**src/rtl/multi_mode_ff_bank_if.sv**
```systemverilog
// Bus bundle for multi_mode_ff_bank: control/data inputs and state outputs.
// master drives the controls and observes state; slave is the flip-flop bank.
interface multi_mode_ff_bank_if #(
  parameter int WIDTH = 8,
  parameter int CNT_W = 8
);
  logic             en;
  logic [1:0]       mode;
  logic [WIDTH-1:0] a;
  logic [WIDTH-1:0] b;
  logic             load;
  logic [WIDTH-1:0] load_val;
  logic             clr_err;
  logic [WIDTH-1:0] q;
  logic [WIDTH-1:0] q_not;
  logic [WIDTH-1:0] changed;
  logic             err;
  logic [CNT_W-1:0] toggle_cnt;

  modport master (
    output en, mode, a, b, load, load_val, clr_err,
    input  q, q_not, changed, err, toggle_cnt
  );

  modport slave (
    input  en, mode, a, b, load, load_val, clr_err,
    output q, q_not, changed, err, toggle_cnt
  );
endinterface

```
**src/rtl/multi_mode_ff_bank.sv**
```systemverilog
// multi_mode_ff_bank: WIDTH flip-flop channels sharing one runtime mode
// (D / T / JK / SR), with synchronous load, clock enable, per-bit change
// flags, a sticky illegal-SR flag and an optional saturating transition
// counter.
// Optional feature macro: MULTI_MODE_FF_TOGGLE_CNT_EN -- when defined the
// popcount and toggle_cnt register are built; otherwise toggle_cnt is 0.

// One channel: next-state function for the shared mode.
module multi_mode_ff_lane (
  input  logic [1:0] mode_i,
  input  logic       q_i,
  input  logic       a_i,
  input  logic       b_i,
  output logic       q_next_o,
  output logic       illegal_o
);
  localparam logic [1:0] M_D  = 2'b00;
  localparam logic [1:0] M_T  = 2'b01;
  localparam logic [1:0] M_JK = 2'b10;

  // Decode the channel mode; illegal is only meaningful for SR with S=R=1.
  always_comb begin
    q_next_o  = q_i;
    illegal_o = 1'b0;
    case (mode_i)
      M_D:  q_next_o = a_i;
      M_T:  q_next_o = q_i ^ a_i;
      M_JK: begin
        case ({a_i, b_i})
          2'b10:   q_next_o = 1'b1;
          2'b01:   q_next_o = 1'b0;
          2'b11:   q_next_o = ~q_i;
          default: q_next_o = q_i;
        endcase
      end
      default: begin
        case ({a_i, b_i})
          2'b10:   q_next_o = 1'b1;
          2'b01:   q_next_o = 1'b0;
          2'b11:   illegal_o = 1'b1;   // illegal bit keeps its value
          default: q_next_o = q_i;
        endcase
      end
    endcase
  end
endmodule

module multi_mode_ff_bank #(
  parameter int               WIDTH     = 8,
  parameter int               CNT_W     = 8,
  parameter logic [WIDTH-1:0] RESET_VAL = {WIDTH{1'b0}}
) (
  input  logic                  clk,
  input  logic                  reset,
  multi_mode_ff_bank_if.slave   bus
);
  logic [WIDTH-1:0] q_q, q_d;
  logic [WIDTH-1:0] changed_q, changed_d;
  logic             err_q, err_d;
  logic [WIDTH-1:0] lane_nxt;
  logic [WIDTH-1:0] lane_ill;
  logic             ill_any;

  // Per-channel next-state logic; all lanes see the same mode.
  for (genvar i = 0; i < WIDTH; i++) begin : g_lane
    multi_mode_ff_lane u_lane (
      .mode_i   (bus.mode),
      .q_i      (q_q[i]),
      .a_i      (bus.a[i]),
      .b_i      (bus.b[i]),
      .q_next_o (lane_nxt[i]),
      .illegal_o(lane_ill[i])
    );
  end

  // Priority load > enable > hold; illegal SR only counts on enabled update.
  always_comb begin
    q_d     = q_q;
    ill_any = 1'b0;
    if (bus.load) begin
      q_d = bus.load_val;
    end else if (bus.en) begin
      q_d     = lane_nxt;
      ill_any = |lane_ill;
    end
    changed_d = q_d ^ q_q;
    // Illegal input in the same cycle beats a clear request.
    err_d     = ill_any | (err_q & ~bus.clr_err);
  end

  // State, change flags and sticky error.
  always_ff @(posedge clk or posedge reset) begin
    if (reset) begin
      q_q       <= RESET_VAL;
      changed_q <= '0;
      err_q     <= 1'b0;
    end else begin
      q_q       <= q_d;
      changed_q <= changed_d;
      err_q     <= err_d;
    end
  end

  assign bus.q       = q_q;
  assign bus.q_not   = ~q_q;
  assign bus.changed = changed_q;
  assign bus.err     = err_q;

`ifdef MULTI_MODE_FF_TOGGLE_CNT_EN
  localparam int PW = $clog2(WIDTH + 1);
  // Sum wide enough that count + popcount never overflows before clamping.
  localparam int SW = ((CNT_W > PW) ? CNT_W : PW) + 1;

  logic [CNT_W-1:0] cnt_q, cnt_d;
  logic [PW-1:0]    pop;
  logic [SW-1:0]    sum;

  // Popcount of this edge's transitions, then saturating accumulate.
  always_comb begin
    pop = '0;
    for (int i = 0; i < WIDTH; i++) pop = pop + PW'(changed_d[i]);
    sum   = SW'(cnt_q) + SW'(pop);
    cnt_d = (sum > SW'({CNT_W{1'b1}})) ? {CNT_W{1'b1}} : sum[CNT_W-1:0];
  end

  // Transition counter; cleared only by reset.
  always_ff @(posedge clk or posedge reset) begin
    if (reset) cnt_q <= '0;
    else       cnt_q <= cnt_d;
  end

  assign bus.toggle_cnt = cnt_q;
`else
  assign bus.toggle_cnt = '0;
`endif
endmodule

```
**src/flat_wrapper.sv**
```systemverilog
// flat-port wrapper written by rule: the top's interface ports become plain ports
module multi_mode_ff_bank_flat 
#(
  parameter int               WIDTH     = 8,
  parameter int               CNT_W     = 8,
  parameter logic [WIDTH-1:0] RESET_VAL = {WIDTH{1'b0}}
)
  (clk, reset, bus_en, bus_mode, bus_a, bus_b, bus_load, bus_load_val, bus_clr_err, bus_q, bus_q_not, bus_changed, bus_err, bus_toggle_cnt);
  multi_mode_ff_bank_if #(.WIDTH(WIDTH), .CNT_W(CNT_W)) bus_i ();
  input  logic clk;
  input  logic reset;
  input wire logic [$bits(bus_i.en)-1:0] bus_en;
  input wire logic [$bits(bus_i.mode)-1:0] bus_mode;
  input wire logic [$bits(bus_i.a)-1:0] bus_a;
  input wire logic [$bits(bus_i.b)-1:0] bus_b;
  input wire logic [$bits(bus_i.load)-1:0] bus_load;
  input wire logic [$bits(bus_i.load_val)-1:0] bus_load_val;
  input wire logic [$bits(bus_i.clr_err)-1:0] bus_clr_err;
  output wire logic [$bits(bus_i.q)-1:0] bus_q;
  output wire logic [$bits(bus_i.q_not)-1:0] bus_q_not;
  output wire logic [$bits(bus_i.changed)-1:0] bus_changed;
  output wire logic [$bits(bus_i.err)-1:0] bus_err;
  output wire logic [$bits(bus_i.toggle_cnt)-1:0] bus_toggle_cnt;
  assign bus_i.en = bus_en;
  assign bus_i.mode = bus_mode;
  assign bus_i.a = bus_a;
  assign bus_i.b = bus_b;
  assign bus_i.load = bus_load;
  assign bus_i.load_val = bus_load_val;
  assign bus_i.clr_err = bus_clr_err;
  assign bus_q = bus_i.q;
  assign bus_q_not = bus_i.q_not;
  assign bus_changed = bus_i.changed;
  assign bus_err = bus_i.err;
  assign bus_toggle_cnt = bus_i.toggle_cnt;
  multi_mode_ff_bank #(.WIDTH(WIDTH), .CNT_W(CNT_W), .RESET_VAL(RESET_VAL)) u_core (.clk(clk), .reset(reset), .bus(bus_i));
endmodule
```
**config.mk**
```make
export PLATFORM = sky130hd
export DESIGN_NAME = multi_mode_ff_bank_flat
export DESIGN_NICKNAME = d
export VERILOG_FILES = /design/src/rtl/multi_mode_ff_bank_if.sv /design/src/rtl/multi_mode_ff_bank.sv /design/src/flat_wrapper.sv
export SDC_FILE = /design/constraint.sdc
export NUM_CORES = 1
export LEC_CHECK = 0
export ABC_AREA = 0
export CORE_ASPECT_RATIO = 0.6
export CORE_MARGIN = 2
export CORE_UTILIZATION = 41
export CTS_BUF_LIST = sky130_fd_sc_hd__clkbuf_8
export DETAILED_ROUTE_END_ITERATION = 16
export PLACE_DENSITY = 0.79
export REMOVE_ABC_BUFFERS = 1
export SETUP_SLACK_MARGIN = 0.1
export SYNTH_ARGS = -nofsm -noshare
export SYNTH_HDL_FRONTEND = slang
export SYNTH_HIERARCHICAL = 1
export SYNTH_SLANG_ARGS = --single-unit
```
**constraint.sdc**
```tcl
create_clock -name clk -period 1.24 [get_ports clk]
set_input_delay 0.31 -clock clk [delete_from_list [all_inputs] [get_ports clk]]
set_output_delay 0.31 -clock clk [all_outputs]
set_load 0.02 [all_outputs]
```
* Word-level counts from Yosys, hierarchy flattened
Index checks and enable logic that the tools add are counted.
Word-level totals: register bits 17, bits in latches 0, memory bits (writable) 0, bits in read-only memories 0, output and inout port bits 33, memories 0
Operators by class: $add $sub $neg 0, $mul 0, div/mod/pow operators 0, $lt $le $gt $ge 0, eq/ne operators 26, shift operators 0, mux-type cells 44, bitwise operators 21, reductions and logical operators 3
Operators with widths (number):
- 1-bit one-hot mux with 3 select lines | 16
- 2-bit == test, second input constant | 17
- 2-bit by 1-bit == test with 1-bit output, second input constant | 9
- 1-bit 2-to-1 mux | 18
- 8-bit 2-to-1 mux | 2
- 1-bit one-hot mux with 2 select lines | 8
- 1-bit NOT | 9
- 8-bit NOT | 1
- 8-bit OR reduction | 1
- 1-bit bitwise XOR | 8
- 8-bit bitwise XOR | 1
- 3-bit OR reduction | 1
- 2-bit zero test | 1
- 1-bit AND | 1
- 1-bit bitwise OR | 1

* Logic depth before layout (Yosys ltp)
depth in word-level cells 7, gate-level depth with buffers 8

* Modules after synthesis
The synthesis kept the hierarchy.
Modules (own cells, without submodules):
- multi_mode_ff_bank | instances 1, cells each 101, area each 939.7 um^2, seq. area each 425.4 um^2
- multi_mode_ff_lane | instances 8, cells each 12, area each 90.1 um^2, seq. area each 0.0 um^2

* Worst setup path after synthesis
OpenSTA, ideal clock, no wires.
kind input to register, start input bus_b[6], end register u_core.changed_q[6] (netlist: u_core/bus.changed[6]), arrival 1.418 ns, data required time 1.098 ns, slack -0.320 ns, cell stages on the path 7, cells stage by stage inv_1 > ha_1 > mux2_2 > o22ai_1 > a21oi_1 > a221oi_1 > a31oi_1
Between the ends: word-level cells in the longest chain between the ends 6, elaborated cells between the ends (all ways) 9, those cells by class eq/ne: 3; mux: 5; bitwise: 1
RTL lines:
- start, declared | line flat_wrapper.sv:15 | input wire logic [$bits(bus_i.b)-1:0] bus_b;
- 2-bit == test, or another cell as far along | line multi_mode_ff_bank.sv:29 | case ({a_i, b_i})
- 1-bit one-hot mux with 3 select lines / 1-bit one-hot mux with 2 select lines (equally long branches) | line multi_mode_ff_bank.sv:29, multi_mode_ff_bank.sv:37
- 1-bit one-hot mux with 3 select lines * | line multi_mode_ff_bank.sv:25 | case (mode_i)
- named net u_core.lane_nxt[6] | line multi_mode_ff_bank.sv:60 | logic [WIDTH-1:0] lane_nxt;
- 8-bit 2-to-1 mux * | line multi_mode_ff_bank.sv:82 | end else if (bus.en) begin
- 8-bit 2-to-1 mux * | line multi_mode_ff_bank.sv:80 | if (bus.load) begin
- 8-bit bitwise XOR * | line multi_mode_ff_bank.sv:86 | changed_d = q_d ^ q_q;
- named net u_core.changed_d[6] | line multi_mode_ff_bank.sv:58 | logic [WIDTH-1:0] changed_q, changed_d;
- end signal, assigned | line multi_mode_ff_bank.sv:99 | changed_q <= changed_d;
- end, declared | line multi_mode_ff_bank.sv:58
The timed path passes the listed nets; every way through them passes the cells marked *.

* Worst setup path after layout
start input bus_mode[0], end register u_core.q_q[7] (netlist: u_core/bus.q[7])
Between the ends: word-level cells in the longest chain between the ends 4, elaborated cells between the ends (all ways) 6, those cells by class eq/ne: 2; mux: 3; reduce/logical: 1
RTL lines:
- start, declared | line flat_wrapper.sv:13 | input wire logic [$bits(bus_i.mode)-1:0] bus_mode;
- 2-bit == test, or another cell as far along | line multi_mode_ff_bank.sv:25
- 1-bit one-hot mux with 3 select lines * | line multi_mode_ff_bank.sv:25
- named net u_core.lane_nxt[7] | line multi_mode_ff_bank.sv:60
- 8-bit 2-to-1 mux * | line multi_mode_ff_bank.sv:82
- 8-bit 2-to-1 mux * | line multi_mode_ff_bank.sv:80
- named net u_core.q_d[7] | line multi_mode_ff_bank.sv:57 | logic [WIDTH-1:0] q_q, q_d;
- end signal, assigned | line multi_mode_ff_bank.sv:98 | q_q <= q_d;
- end, declared | line multi_mode_ff_bank.sv:57
Marks and branches as above.

==> metrics <==
Final Max Tran Viols 0; Final Setup Violations 28; Leakage 1.48 nW; number of global-route vias before repair ~1,800; Antenna Nets Post-Route 0; sw frac a little under two fifths; failing checks negative setup slack; die area 0.00459 mm²; pre-CTS WS -0.914 ns; sequential power share 26.9%; Via density 5.40; Max Clk Rate a little over 700 MHz; Fin Hold WS ~0.36 ns; largest net degree at the start of global routing 18; kind of critical path in2reg; core footprint about 0.0038 mm²; Port Buffer Count between 50 and 60; CTS tree yes; number of fill cells approximately 230; Synth top area share around a quarter; YS warnings 6; initial antenna violation count 0; row count 17; worst skew pair latency about 0.26 ns; final hold vios 0; drt wl/cell around 17 µm; routability congestion estimate between 0.7 and 0.8; Storage cell area 433 µm²; layout cells sized above 1 55.1%; total gr overflow 0; Synth Register Bits 17; Worst Path Required roughly 1.4 ns; register area share after synthesis between 20% and 30%; Ports 64; Max-Cap Viols 0; Max FO, Critical Path 6; most frequent cells in the layout 37 x buf_6, 37 x buf_4, 31 x nand2_1; CP arrival roughly 1.6 ns; Clock power frac 17.2%; top post-synthesis cells by area dfrtp_1 26%, ha_1 12%, nand2_1 7.0%; 1st-iter DRT viols between 100 and 150; final worst setup slack -0.180 ns; CP Capture Type flop; syn_area_per_cell 8.43 µm²; antenna diode count 0; critical path startpoint category input pin; DRT Pass-1 Iters 5; total global-route track usage approximately a quarter; Layout area overhead 86.4%; first-pass GRT wire length around 8500 µm; RSZ-0062 raised after global routing yes; Chip Width around 86 µm; total CTS buffers 3; detailed placement HPWL ~3300 µm; DRT Wirelength roughly 6000 µm; clock-pin slew of the registers on the worst-case setup and hold paths ~0.07 ns; worst hold-check path type in2async; DR vias about 1,900; Cell Pwr Density 837 mW/mm²; Synth Instances between 150 and 200; final worst path period need ~1.4 ns; dpl cell area 0.00250 mm²; design area between 0.003 and 0.004 mm²; status complete, but fails checks; H-tree depth 1; DRC errors left 0; power consumption between 2 and 3 mW; clk buf depth 2; initial core utilization 44.1%; final net count around 350; peak supply drop between 0.0004 and 0.0005 V; Final Skew between 0.0009 and 0.001 ns; combinational share of power a little under three fifths; Synth cell types 26; multi-input logic area between 0.001 and 0.0015 mm²; clock sink count 17; post-synth top area cell dfrtp_1; Int Power 1.63 mW; CTS Root Cell clkbuf_8; Net Switching slightly below 1 mW; Syn Std Cell Area around 0.0017 mm²; crit share post-route 114%; post-layout util about 80%; Die Y approximately 53 µm
sequential cells by signal (all words and copies together) (netlist names):
signal	flops
u_core/bus.q	8
u_core/bus.changed	8
u_core/bus.err	1
metrics by stage:
step                cells  TNS, ns
floorplan             193    -3.59
global placement      327   -14.89
detailed placement    327   -15.80
CTS                   341    -1.58
global route          352    -3.78
finish                352    -2.54
synth_stat cells:
cell and n:
nor2b_1 1, or4_1 1, dfrtp_1 17, and3_2 8
xor2_1 7, buf_2 1, xnor2_1 7, maj3_2 8
mux2i_1 7, nand2b_1 3, conb_1 1, o21a_1 1
o21ai_0 23, nand3b_1 8, o22ai_1 8, inv_1 18
nand2_1 31, a21oi_1 8, o21ai_1 2, mux2_2 8
clkbuf_1 2, a31oi_1 1, or4_4 1, ha_1 16
buf_4 8, a221oi_1 1
critical path: stages:
cell and delay, ns:
buf_12 0.11, buf_12 0.13, buf_4 0.15, maj3_2 0.31, o22ai_2 0.17, a21oi_2 0.07
mux2i_1 0.21, o21ai_1 0.10
kinds of logic (layout without fill, tap and decap cells):
family	Yosys count	count (layout)	share of synthesized area, %
compound gates	44	44	14.3
xor+xnor	14	14	7.39
fa+ha+maj	24	24	17.5
buf+inv	29	130	8.44
flops	17	17	25.6
mux	15	15	9.65
other cells	1	8	0.226
simple gates	53	53	16.9
final cells by class:
| type | instances | area share [%] |
|---|---|---|
| inverters | 18 | 2.18 |
| clock inverters | 1 | 0.162 |
| well taps | 47 | 1.90 |
| flip-flops and latches | 17 | 14.0 |
| repair buffers | 108 | 35.9 |
| clock buffers | 3 | 1.33 |
| multi-input cells | 158 | 44.6 |
final timing paths:
check                                start                     to  slack, ns  depth (start not counted)
setup / recovery               bus_mode[0]        u_core/bus.q[7]      -0.18                          8
hold / removal                       reset        u_core/bus.q[4]       0.36                          3
setup reg to reg           u_core/bus.q[7]        u_core/bus.q[7]      -0.17                          5
hold reg to reg            u_core/bus.q[6]  u_core/bus.changed[6]       0.65                          2
max in group asynchronous            reset        u_core/bus.q[0]       0.66                          3
min in group clk                  bus_b[0]  u_core/bus.changed[0]       0.59                          6
routing by layer:
layer	vias to the layer above	wire (µm)	track usage (%)
li1	889	-	-
met1	897	2490	31.3
met2	95	2910	41.9
met3	21	560	7.18
met4	0	180	5.03
met5	-	0	0
power groups by stage:
stage	logic [mW]	clock network, mW	registers [mW]
4_1_cts	1.26	0.444	0.687
6_report	1.45	0.446	0.696
3_3_place_gp	1.06	0	0.698
3_5_place_dp	1.09	0	0.695
2_1_floorplan	0.405	0	0.803
5_1_grt	1.54	0.489	0.704
repair_timing:
item	4_1_cts	5_1_grt
pin swaps	28	15
endpoints found under the setup margin	42	35
setup buffers	6	11
hold buffers	0	0
cloned	4	0
gates resized for setup	276	44
Note: power is estimated with default switching activity, not from simulation.
